==> src/rtl/debug_bridge.sv <==
// Byte-command debug bridge: decodes UART bytes into output-word writes, input-word reads,
// divider/mode control and N-cycle single-step of the core clock-enable.
module debug_bridge #(
  parameter int DATA_WIDTH = 32,
  parameter int NUM_OUT = 4,
  parameter int NUM_IN = 2,
  parameter int COUNTER_BITS = 32,
  parameter logic [COUNTER_BITS-1:0] INIT_DIVIDER = COUNTER_BITS'(32'h0000FFFF)
) (
  input  logic                          clk,
  input  logic                          reset,
  input  logic                          rx_valid,
  input  logic [7:0]                    rx_data,
  output logic [7:0]                    tx_data,
  output logic                          tx_valid,
  input  logic                          tx_ready,
  output logic [NUM_OUT*DATA_WIDTH-1:0] out_bus,
  input  logic [NUM_IN*DATA_WIDTH-1:0]  in_bus,
  output logic                          core_clk_en,
  output logic                          busy,
  output logic                          err,
  output logic [2:0]                    dbg_state
);

  // Handshake: rx_valid is a one-cycle strobe with no back-pressure (bytes seen while busy are
  // dropped); a tx byte is transferred on a clock edge with tx_valid & tx_ready, and tx_data/tx_valid
  // hold until then.

  localparam int BPW   = DATA_WIDTH / 8;
  localparam int DMAX  = (DATA_WIDTH > 32) ? DATA_WIDTH : 32;
  localparam int CW    = $clog2(DMAX / 8);
  localparam int LW    = $clog2(BPW + 1);
  localparam int OW    = (NUM_OUT > 1) ? $clog2(NUM_OUT) : 1;
  localparam int IW    = (NUM_IN > 1) ? $clog2(NUM_IN) : 1;

  localparam logic [7:0] OP_WR   = 8'h01;
  localparam logic [7:0] OP_RD   = 8'h02;
  localparam logic [7:0] OP_DIV  = 8'h03;
  localparam logic [7:0] OP_MODE = 8'h04;
  localparam logic [7:0] OP_STEP = 8'h05;
  localparam logic [7:0] ACK     = 8'hAA;
  localparam logic [7:0] NAK     = 8'hEE;

  typedef enum logic [2:0] {
    S_IDLE     = 3'd0,
    S_GET_IDX  = 3'd1,
    S_GET_ARG  = 3'd2,
    S_GET_DATA = 3'd3,
    S_EXEC     = 3'd4,
    S_STEP     = 3'd5,
    S_SEND     = 3'd6
  } state_t;

  typedef enum logic [1:0] {
    M_HALT = 2'd0,
    M_RUN  = 2'd1,
    M_DIV  = 2'd2
  } mode_t;

  state_t                  r_state;
  mode_t                   r_mode;
  logic [7:0]              r_op;
  logic [7:0]              r_idx;
  logic [7:0]              r_arg;
  logic [DMAX-1:0]         r_data;
  logic [CW-1:0]           r_cnt;
  logic [CW-1:0]           r_last;
  logic [DATA_WIDTH-1:0]   r_out [NUM_OUT];
  logic [COUNTER_BITS-1:0] r_divider;
  logic [COUNTER_BITS-1:0] r_div_cnt;
  logic                    r_clk_en;
  logic [7:0]              r_step_left;
  logic [7:0]              r_tx_data;
  logic                    r_tx_valid;
  logic [DATA_WIDTH-1:0]   r_tx_shift;
  logic [LW-1:0]           r_tx_left;
  logic                    r_err;

  logic [DATA_WIDTH-1:0]   w_in_words [NUM_IN];
  logic [DATA_WIDTH-1:0]   w_wr_word;
  logic [DATA_WIDTH-1:0]   w_rd_word;
  logic [31:0]             w_div_word;
  logic [COUNTER_BITS-1:0] w_div_val;
  logic                    w_out_ok;
  logic                    w_in_ok;
  logic                    w_nak;

  for (genvar g = 0; g < NUM_OUT; g++) begin : g_out
    assign out_bus[g*DATA_WIDTH +: DATA_WIDTH] = r_out[g];
  end

  for (genvar g = 0; g < NUM_IN; g++) begin : g_in
    assign w_in_words[g] = in_bus[g*DATA_WIDTH +: DATA_WIDTH];
  end

  // Little-endian fields shift in from the top, so after N bytes the value sits in the top N bytes.
  assign w_wr_word  = r_data[DMAX-1 -: DATA_WIDTH];
  assign w_div_word = r_data[DMAX-1 -: 32];
  assign w_rd_word  = w_in_words[r_idx[IW-1:0]];
  assign w_out_ok   = ({1'b0, r_idx} < 9'(NUM_OUT));
  assign w_in_ok    = ({1'b0, r_idx} < 9'(NUM_IN));

  if (COUNTER_BITS <= 32) begin : g_div_narrow
    assign w_div_val = w_div_word[COUNTER_BITS-1:0];
  end else begin : g_div_wide
    assign w_div_val = {{(COUNTER_BITS-32){1'b0}}, w_div_word};
  end

  always_comb begin
    w_nak = 1'b0;
    case (r_op)
      OP_WR:   w_nak = !w_out_ok;
      OP_RD:   w_nak = !w_in_ok;
      OP_DIV:  w_nak = 1'b0;
      OP_MODE: w_nak = (r_arg > 8'd2);
      OP_STEP: w_nak = (r_mode != M_HALT);
      default: w_nak = 1'b1;
    endcase
  end

  always_ff @(posedge clk) begin
    if (!reset) begin
      r_state     <= S_IDLE;
      r_mode      <= M_HALT;
      r_op        <= 8'd0;
      r_idx       <= 8'd0;
      r_arg       <= 8'd0;
      r_data      <= '0;
      r_cnt       <= '0;
      r_last      <= '0;
      for (int k = 0; k < NUM_OUT; k++) r_out[k] <= '0;
      r_divider   <= INIT_DIVIDER;
      r_div_cnt   <= '0;
      r_clk_en    <= 1'b0;
      r_step_left <= 8'd0;
      r_tx_data   <= 8'd0;
      r_tx_valid  <= 1'b0;
      r_tx_shift  <= '0;
      r_tx_left   <= '0;
      r_err       <= 1'b0;
    end else begin
      r_err    <= 1'b0;
      r_clk_en <= 1'b0;
      case (r_mode)
        M_RUN: r_clk_en <= 1'b1;
        M_DIV: begin
          if (r_div_cnt == r_divider) begin
            r_clk_en  <= 1'b1;
            r_div_cnt <= '0;
          end else begin
            r_div_cnt <= r_div_cnt + COUNTER_BITS'(1);
          end
        end
        default: ;
      endcase

      case (r_state)
        S_IDLE: begin
          if (rx_valid) begin
            r_op  <= rx_data;
            r_cnt <= '0;
            case (rx_data)
              OP_WR, OP_RD:      r_state <= S_GET_IDX;
              OP_MODE, OP_STEP:  r_state <= S_GET_ARG;
              OP_DIV: begin
                r_state <= S_GET_DATA;
                r_last  <= CW'(3);
              end
              default: begin
                r_state    <= S_SEND;
                r_tx_data  <= NAK;
                r_tx_valid <= 1'b1;
                r_tx_left  <= LW'(1);
                r_err      <= 1'b1;
              end
            endcase
          end
        end
        S_GET_IDX: begin
          if (rx_valid) begin
            r_idx <= rx_data;
            if (r_op == OP_WR) begin
              r_state <= S_GET_DATA;
              r_last  <= CW'(BPW - 1);
            end else begin
              r_state <= S_EXEC;
            end
          end
        end
        S_GET_ARG: begin
          if (rx_valid) begin
            r_arg   <= rx_data;
            r_state <= S_EXEC;
          end
        end
        S_GET_DATA: begin
          if (rx_valid) begin
            r_data <= {rx_data, r_data[DMAX-1:8]};
            r_cnt  <= r_cnt + CW'(1);
            if (r_cnt == r_last) r_state <= S_EXEC;
          end
        end
        S_EXEC: begin
          r_state    <= S_SEND;
          r_tx_valid <= 1'b1;
          r_tx_left  <= LW'(1);
          r_tx_data  <= ACK;
          if (w_nak) begin
            r_tx_data <= NAK;
            r_err     <= 1'b1;
          end else begin
            case (r_op)
              OP_WR: r_out[r_idx[OW-1:0]] <= w_wr_word;
              OP_RD: begin
                // Snapshot makes the reply atomic even if in_bus moves mid-reply.
                r_tx_data  <= w_rd_word[7:0];
                r_tx_shift <= w_rd_word >> 8;
                r_tx_left  <= LW'(BPW);
              end
              OP_DIV: begin
                r_divider <= w_div_val;
                r_div_cnt <= '0;
              end
              OP_MODE: begin
                r_mode    <= mode_t'(r_arg[1:0]);
                r_div_cnt <= '0;
              end
              OP_STEP: begin
                if (r_arg != 8'd0) begin
                  r_state     <= S_STEP;
                  r_tx_valid  <= 1'b0;
                  r_clk_en    <= 1'b1;
                  r_step_left <= r_arg - 8'd1;
                end
              end
              default: ;
            endcase
          end
        end
        S_STEP: begin
          if (r_step_left != 8'd0) begin
            r_clk_en    <= 1'b1;
            r_step_left <= r_step_left - 8'd1;
          end else begin
            r_state    <= S_SEND;
            r_tx_valid <= 1'b1;
            r_tx_data  <= ACK;
            r_tx_left  <= LW'(1);
          end
        end
        S_SEND: begin
          if (tx_ready) begin
            if (r_tx_left > LW'(1)) begin
              r_tx_data  <= r_tx_shift[7:0];
              r_tx_shift <= r_tx_shift >> 8;
              r_tx_left  <= r_tx_left - LW'(1);
            end else begin
              r_tx_valid <= 1'b0;
              r_state    <= S_IDLE;
            end
          end
        end
        default: r_state <= S_IDLE;
      endcase
    end
  end

  assign tx_data     = r_tx_data;
  assign tx_valid    = r_tx_valid;
  assign core_clk_en = r_clk_en;
  assign err         = r_err;
  assign busy        = (r_state == S_EXEC) || (r_state == S_STEP) || (r_state == S_SEND);
  assign dbg_state   = r_state;

endmodule

==> config.mk <==
export PLATFORM = sky130hd
export DESIGN_NAME = debug_bridge
export DESIGN_NICKNAME = d
export VERILOG_FILES = /design/src/rtl/debug_bridge.sv
export SDC_FILE = /design/constraint.sdc
export NUM_CORES = 1
export LEC_CHECK = 0
export ABC_AREA = 1
export BUFFER_PORTS_ARGS = -buffer_cell sky130_fd_sc_hd__buf_2
export CAP_MARGIN = 20
export CELL_PAD_IN_SITES_DETAIL_PLACEMENT = 0
export CELL_PAD_IN_SITES_GLOBAL_PLACEMENT = 2
export CORE_MARGIN = 2
export CORE_UTILIZATION = 34
export CTS_CLUSTER_DIAMETER = 60
export DETAILED_ROUTE_END_ITERATION = 10
export HOLD_SLACK_MARGIN = 0.03
export PLACE_DENSITY = 0.82
export SLEW_MARGIN = 25
export SYNTH_ARGS = -nofsm -noshare
export SYNTH_HDL_FRONTEND = slang
export SYNTH_SLANG_ARGS = --single-unit
==> constraint.sdc <==
create_clock -name clk -period 4.65 [get_ports clk]
set_input_delay 0.2325 -clock clk [delete_from_list [all_inputs] [get_ports clk]]
set_output_delay 0.2325 -clock clk [all_outputs]
set_load 0.03 [all_outputs]
======== After elaboration in Yosys (flattened, before gate mapping) ========
Memories as Yosys holds them, arrays and structs flattened.
Index checks and enable logic that the tools add are counted.
word-level totals
  word-level logic and storage cells ...... 184
  memory bits (writable) .................. 128
  output and inout bits ................... 143
  memories ................................ 1
  register bits after elaboration ......... 183
  bits of input ports ..................... 76
cells by class
  bitwise operators ....................... 2
  add/sub/neg operators ................... 5
  mux-type cells .......................... 86
  reduce and logical (&&, ||, !) cells .... 31
  equal/unequal tests ..................... 37
  $lt $le $gt $ge ......................... 5
memory list
  memory  depth  bits a word  read ports  clocked after memory_dff  wr ports  line  source
  r_out   4      32           4           0                         4         68    logic [DATA_WIDTH-1:0] r_out [NUM_OUT];
operators with widths
  kind                                               number
  two-way mux 32 bit                                 13
  two-way mux 8 bit                                  11
  case mux 32 bit (2 select lines)                   1
  two-way mux 3 bit                                  16
  adder 32 x 1 -> 32 bit (second input constant)     1
  == test 32 bit                                     1
  == test 8 x 2 -> 1 bit (second input constant)     4
  == test 8 x 3 -> 1 bit (second input constant)     4
  case mux 8 bit (4 select lines)                    1
  OR reduction 32 bit                                1
  != test 2 bit (second input constant)              14
  two-way mux 1 bit                                  23
  case mux 3 bit (7 select lines)                    1
  two-way mux 2 bit                                  10
  == test 8 x 1 -> 1 bit (second input constant)     2
  case mux 8 bit (2 select lines)                    1
  nonzero test 8 bit                                 2
  subtractor 8 x 1 -> 8 bit (second input constant)  2
  AND reduction 5 bit                                3
  case mux 3 bit (4 select lines)                    1
  AND reduction 6 bit                                2
  nonzero test 2 bit                                 5
  == test 3 bit (second input constant)              3
  case mux 3 bit (3 select lines)                    1
  28 further kinds                                   43

======== Longest topological paths before layout ========
  depth in word-level cells ............... 9
  depth in mapped cells ................... 15
  mapped depth without buffers ............ 14

======== Worst setup path before layout ========
Ideal clock, no wire load.
  path type ............................... flip-flop to flip-flop
  start point ............................. reg r_state[2], in the netlist dbg_state[2]
  end point ............................... mem r_out[3][0] (enable)
  stages on the path, launching flop included .. 7
  arrival time ............................ 3.682 ns
  path buffers ............................ 2
  slack ................................... 0.498 ns
  setup time .............................. 0.470 ns
  period minus slack after synthesis ...... 4.152 ns
  required time ........................... 4.180 ns
  cells stage by stage .................... dfxtp_1 buf_4 nand2_4 inv_4 buf_4 nand4_4 o31ai_1
RTL lines
  element                 line  source
  from (decl)             60    state_t r_state;
  from (signal assigned)  123   r_state <= S_IDLE;
  from (signal assigned)  163   OP_WR, OP_RD: r_state <= S_GET_IDX;
  from (signal assigned)  164   OP_MODE, OP_STEP: r_state <= S_GET_ARG;
  to (decl)               68

==> impl_metrics.yaml <==
outcome:
  run_status: "finished, final reports clean"
placement:
  dp_hpwl_um: 28000
  port_buffers: 218
  gp_congestion: 0.8316
  place_area_um2: 15160
  place_inst: 2301
sta:
  drv_slew: 0
  rsz0062_at_grt: "no"
  clock.fmax_mhz: 326.1
  fin_tns_setup_ps: 0
  period_share_pct: 65.95
  max_slew.worst_pin.slew_ps: 781.0
  skew_ps: 15.64
  hold_viol_final: 0
  slew_headroom_pct: 47.87
  setup_violations: 0
  fin_crit_ps: 3066
clock_tree:
  cts_buffers: 38
  cts_htree_levels: 2
  post_cts_buffers: 0
  clk_latency_ps: 550
  cts_tree: "yes"
  clockBufferDepth: 3
  hold_buffers: 0
  clock_sinks: 302
  cts_resized: 0
  clk_pin_slew_ps: 60
  root_buffer: "clkbuf_16"
drt:
  routed_via_density: 4.706
  vias: 11160
  wl_per_cell_um: 16.55
  ant_nets: 0
  dr.pass1.iters: 6
  wirelength_um: 39240
  drt_iter0_markers: 670
  drc_errors: 0
synth:
  syn-instance-count: 1620
  synth_area_um2: 13720
  synth-seq-cells: 302
  synth_top_area_share_pct: 28.02
  syn_nets: 1703
  synth_area_leaders: "edfxtp_1 28%, dfxtp_1 25%, nand2_1 10%, nor2_1 6.8%, inv_1 3.9%"
  synth_top_area_cell: "edfxtp_1"
  synthArstFlopShare_pct: 0
  synth_flop_cell: "dfxtp_1"
  ys_warn_count: 0
  ys_seq_area_share_pct: 53.42
  synth.distinct_cells: 46
  synth.avg_cell_area_um2: 8.467
  synth_edf_count: 128
hold_path:
  hold_start: "rx_data[7]"
  hp-class: "input port to register"
global_route:
  grt_pass1_wl_um: 62310
  first_global_vias: 11170
  grt-ovfl-total: 0
  grt_util_all_layers_pct: 18.84
  grt_start_max_net_pins: 72
  antenna_found_initial: 0
setup_path:
  crit_path_top_delay_cell: "nand2_1"
  criticalPathCategory: "register to register"
  cp-start-kind: "register"
  crit_chain: "nor2_2, nand2_4, inv_4, nand4_4, nor2_8, nand3_4, nand2_1, buf_4"
  cp-end-kind: "register"
  path_max_fanout: 33
  r2r-start: "dbg_state[1]"
  cp.arrival_ps: 3280
  crit_required_ps: 4860
  cp_slowest_stage_delay_ps: 540
  startpoint: "dbg_state[1]"
floorplanning:
  start_util_pct: 34.52
  die_w_um: 204.9
  core_um2: 39730
  pin_count: 219
  dieHeight_um: 204.9
  die_area_um2: 41970
  fp-row-count: 73
power_and_ir_drop:
  peakVddDrop_uv: 213.9
  p_per_area_nw_per_um2: 464.9
  power.leakage_nw: 6.831
cells_and_area:
  fillCellCount: 4089
  area_delta_synth_final_pct: 19.88
  final_cells: 2371
  antenna_cells: 0
  drive_above_1_share_pct: 20.53
  final_nets: 1899
  fin_area_um2: 16440
run:
  cap_violations: 0
==> cell usage in the layout (no fill, tap or decap), types with 3 or more instances in the layout <==
master        n
nand2_1     371
nor2_1      248
buf_2       217
dfxtp_1     174
inv_1       141
edfxtp_1    128
a21oi_1     103
o21ai_0      77
nand3_1      56
clkbuf_16    38
nand4_1      32
xnor2_1      32
nor3_1       29
xor2_1       17
nor2_4       16
a31oi_1      16
inv_2        15
nor3_2       12
buf_4        12
o21ai_1      11
nor2_2       11
ha_1          7
clkbuf_1      7
nand2_2       5
nand3b_1      5
nand2_4       5
clkbuf_8      5
clkinvlp_4    5
nand3_2       4
clkinv_1      3
inv_4         3
nor2_8        3
nand3_4       3
o211ai_1      3
clkinv_2      3
==> per-layer routing <==
metal / track usage (%) / wire [um] / vias to the layer above
met5: 0 / 0 / -
met4: 5.370 / 908 / 0
met3: 2.911 / 1821 / 54
met2: 32.13 / 18770 / 263
met1: 24.70 / 17740 / 5178
li1: - / - / 5663
==> per-stage QoR <==
| stage | power [mW] | util [%] | hold WS [ps] | worst slack [ps] |
|---|---|---|---|---|
| after floorplan | 4.348 | - | 380.7 | 497.7 |
| after global placement | 4.724 | 38.09 | 449.8 | 1691 |
| after detailed placement | 4.735 | 38.16 | 450.0 | 1583 |
| after CTS | 7.728 | 41.37 | 34.95 | 1545 |
| after global routing | 8.055 | 41.39 | 46.43 | 1355 |
| final | 7.645 | 41.39 | 50.98 | 1584 |
==> registers in the layout (all words and copies together), names as in the netlist, 24 cells and up <==
register and cells:
r_data 32, r_tx_shift 24, r_divider 32, r_div_cnt 32, r_out 128
==> final timing paths <==
kind / slack [ps] / cells past startpoint / endpoint
worst min-delay path: 50 / 3 / r_idx[7]
worst min register to register: 460 / 2 / r_op[4]
worst max-delay path: 1580 / 8 / r_out[0][24]
worst max register to register: 1580 / 8 / r_out[0][24]
==> cells by family after synthesis <==
group | share of synthesized area, %
compound gates | 8.319
fa+ha+maj | 0.6385
buf+inv | 7.689
xor+xnor | 3.129
simple gates | 26.81
flops | 53.42
==> report_power, final <==
group          leakage (nW)  total [mW]  switching [mW]  internal [mW]
clock                 0.611        2.97            1.23           1.74
combinational          3.49        1.51            1.06          0.451
sequential             2.73        3.16           0.168           2.99
==> critical path: cells and delay by family, from the launching register on <==
kind	cells	cell delay, ps
buf+inv	2	570
flops	1	480
simple gates	6	1630
==> cell usage after synthesis (2+ instances only) <==
master       n
nor4_1       2
nor2_4      16
or2_2        2
xnor2_1     32
o211ai_1     3
a21oi_1    103
nor2_2      11
o21ai_0     78
o21ai_2      2
nand2_2      5
buf_2       17
nand2_1    372
nor2_1     248
clkinv_1     2
buf_4        6
inv_2       15
o2111ai_1    2
nand3b_1     5
o21ai_1     11
xor2_1      17
a31oi_1     16
inv_4        3
ha_1         7
nor3_2      12
clkbuf_1    33
inv_1      141
nor3_1      29
buf_6       14
nand3_4      3
nand3_2      4
buf_1        3
nor2_8       3
edfxtp_1   128
nand4_1     32
dfxtp_1    174
nand3_1     56
nand2_4      4
==> area by class of cell <==
class | instances | area, um^2 | share of cell area, %
Inverter | 161 | 611.8 | 3.721
Clock inverter | 20 | 230.2 | 1.400
Timing Repair Buffer | 230 | 1204 | 7.320
Sequential cell | 302 | 7327 | 44.56
Multi-Input combinational cell | 1083 | 5368 | 32.64
Tap cell | 525 | 656.9 | 3.995
Clock buffer | 50 | 1046 | 6.361
No activity file was read; power rests on OpenSTA's default activity.
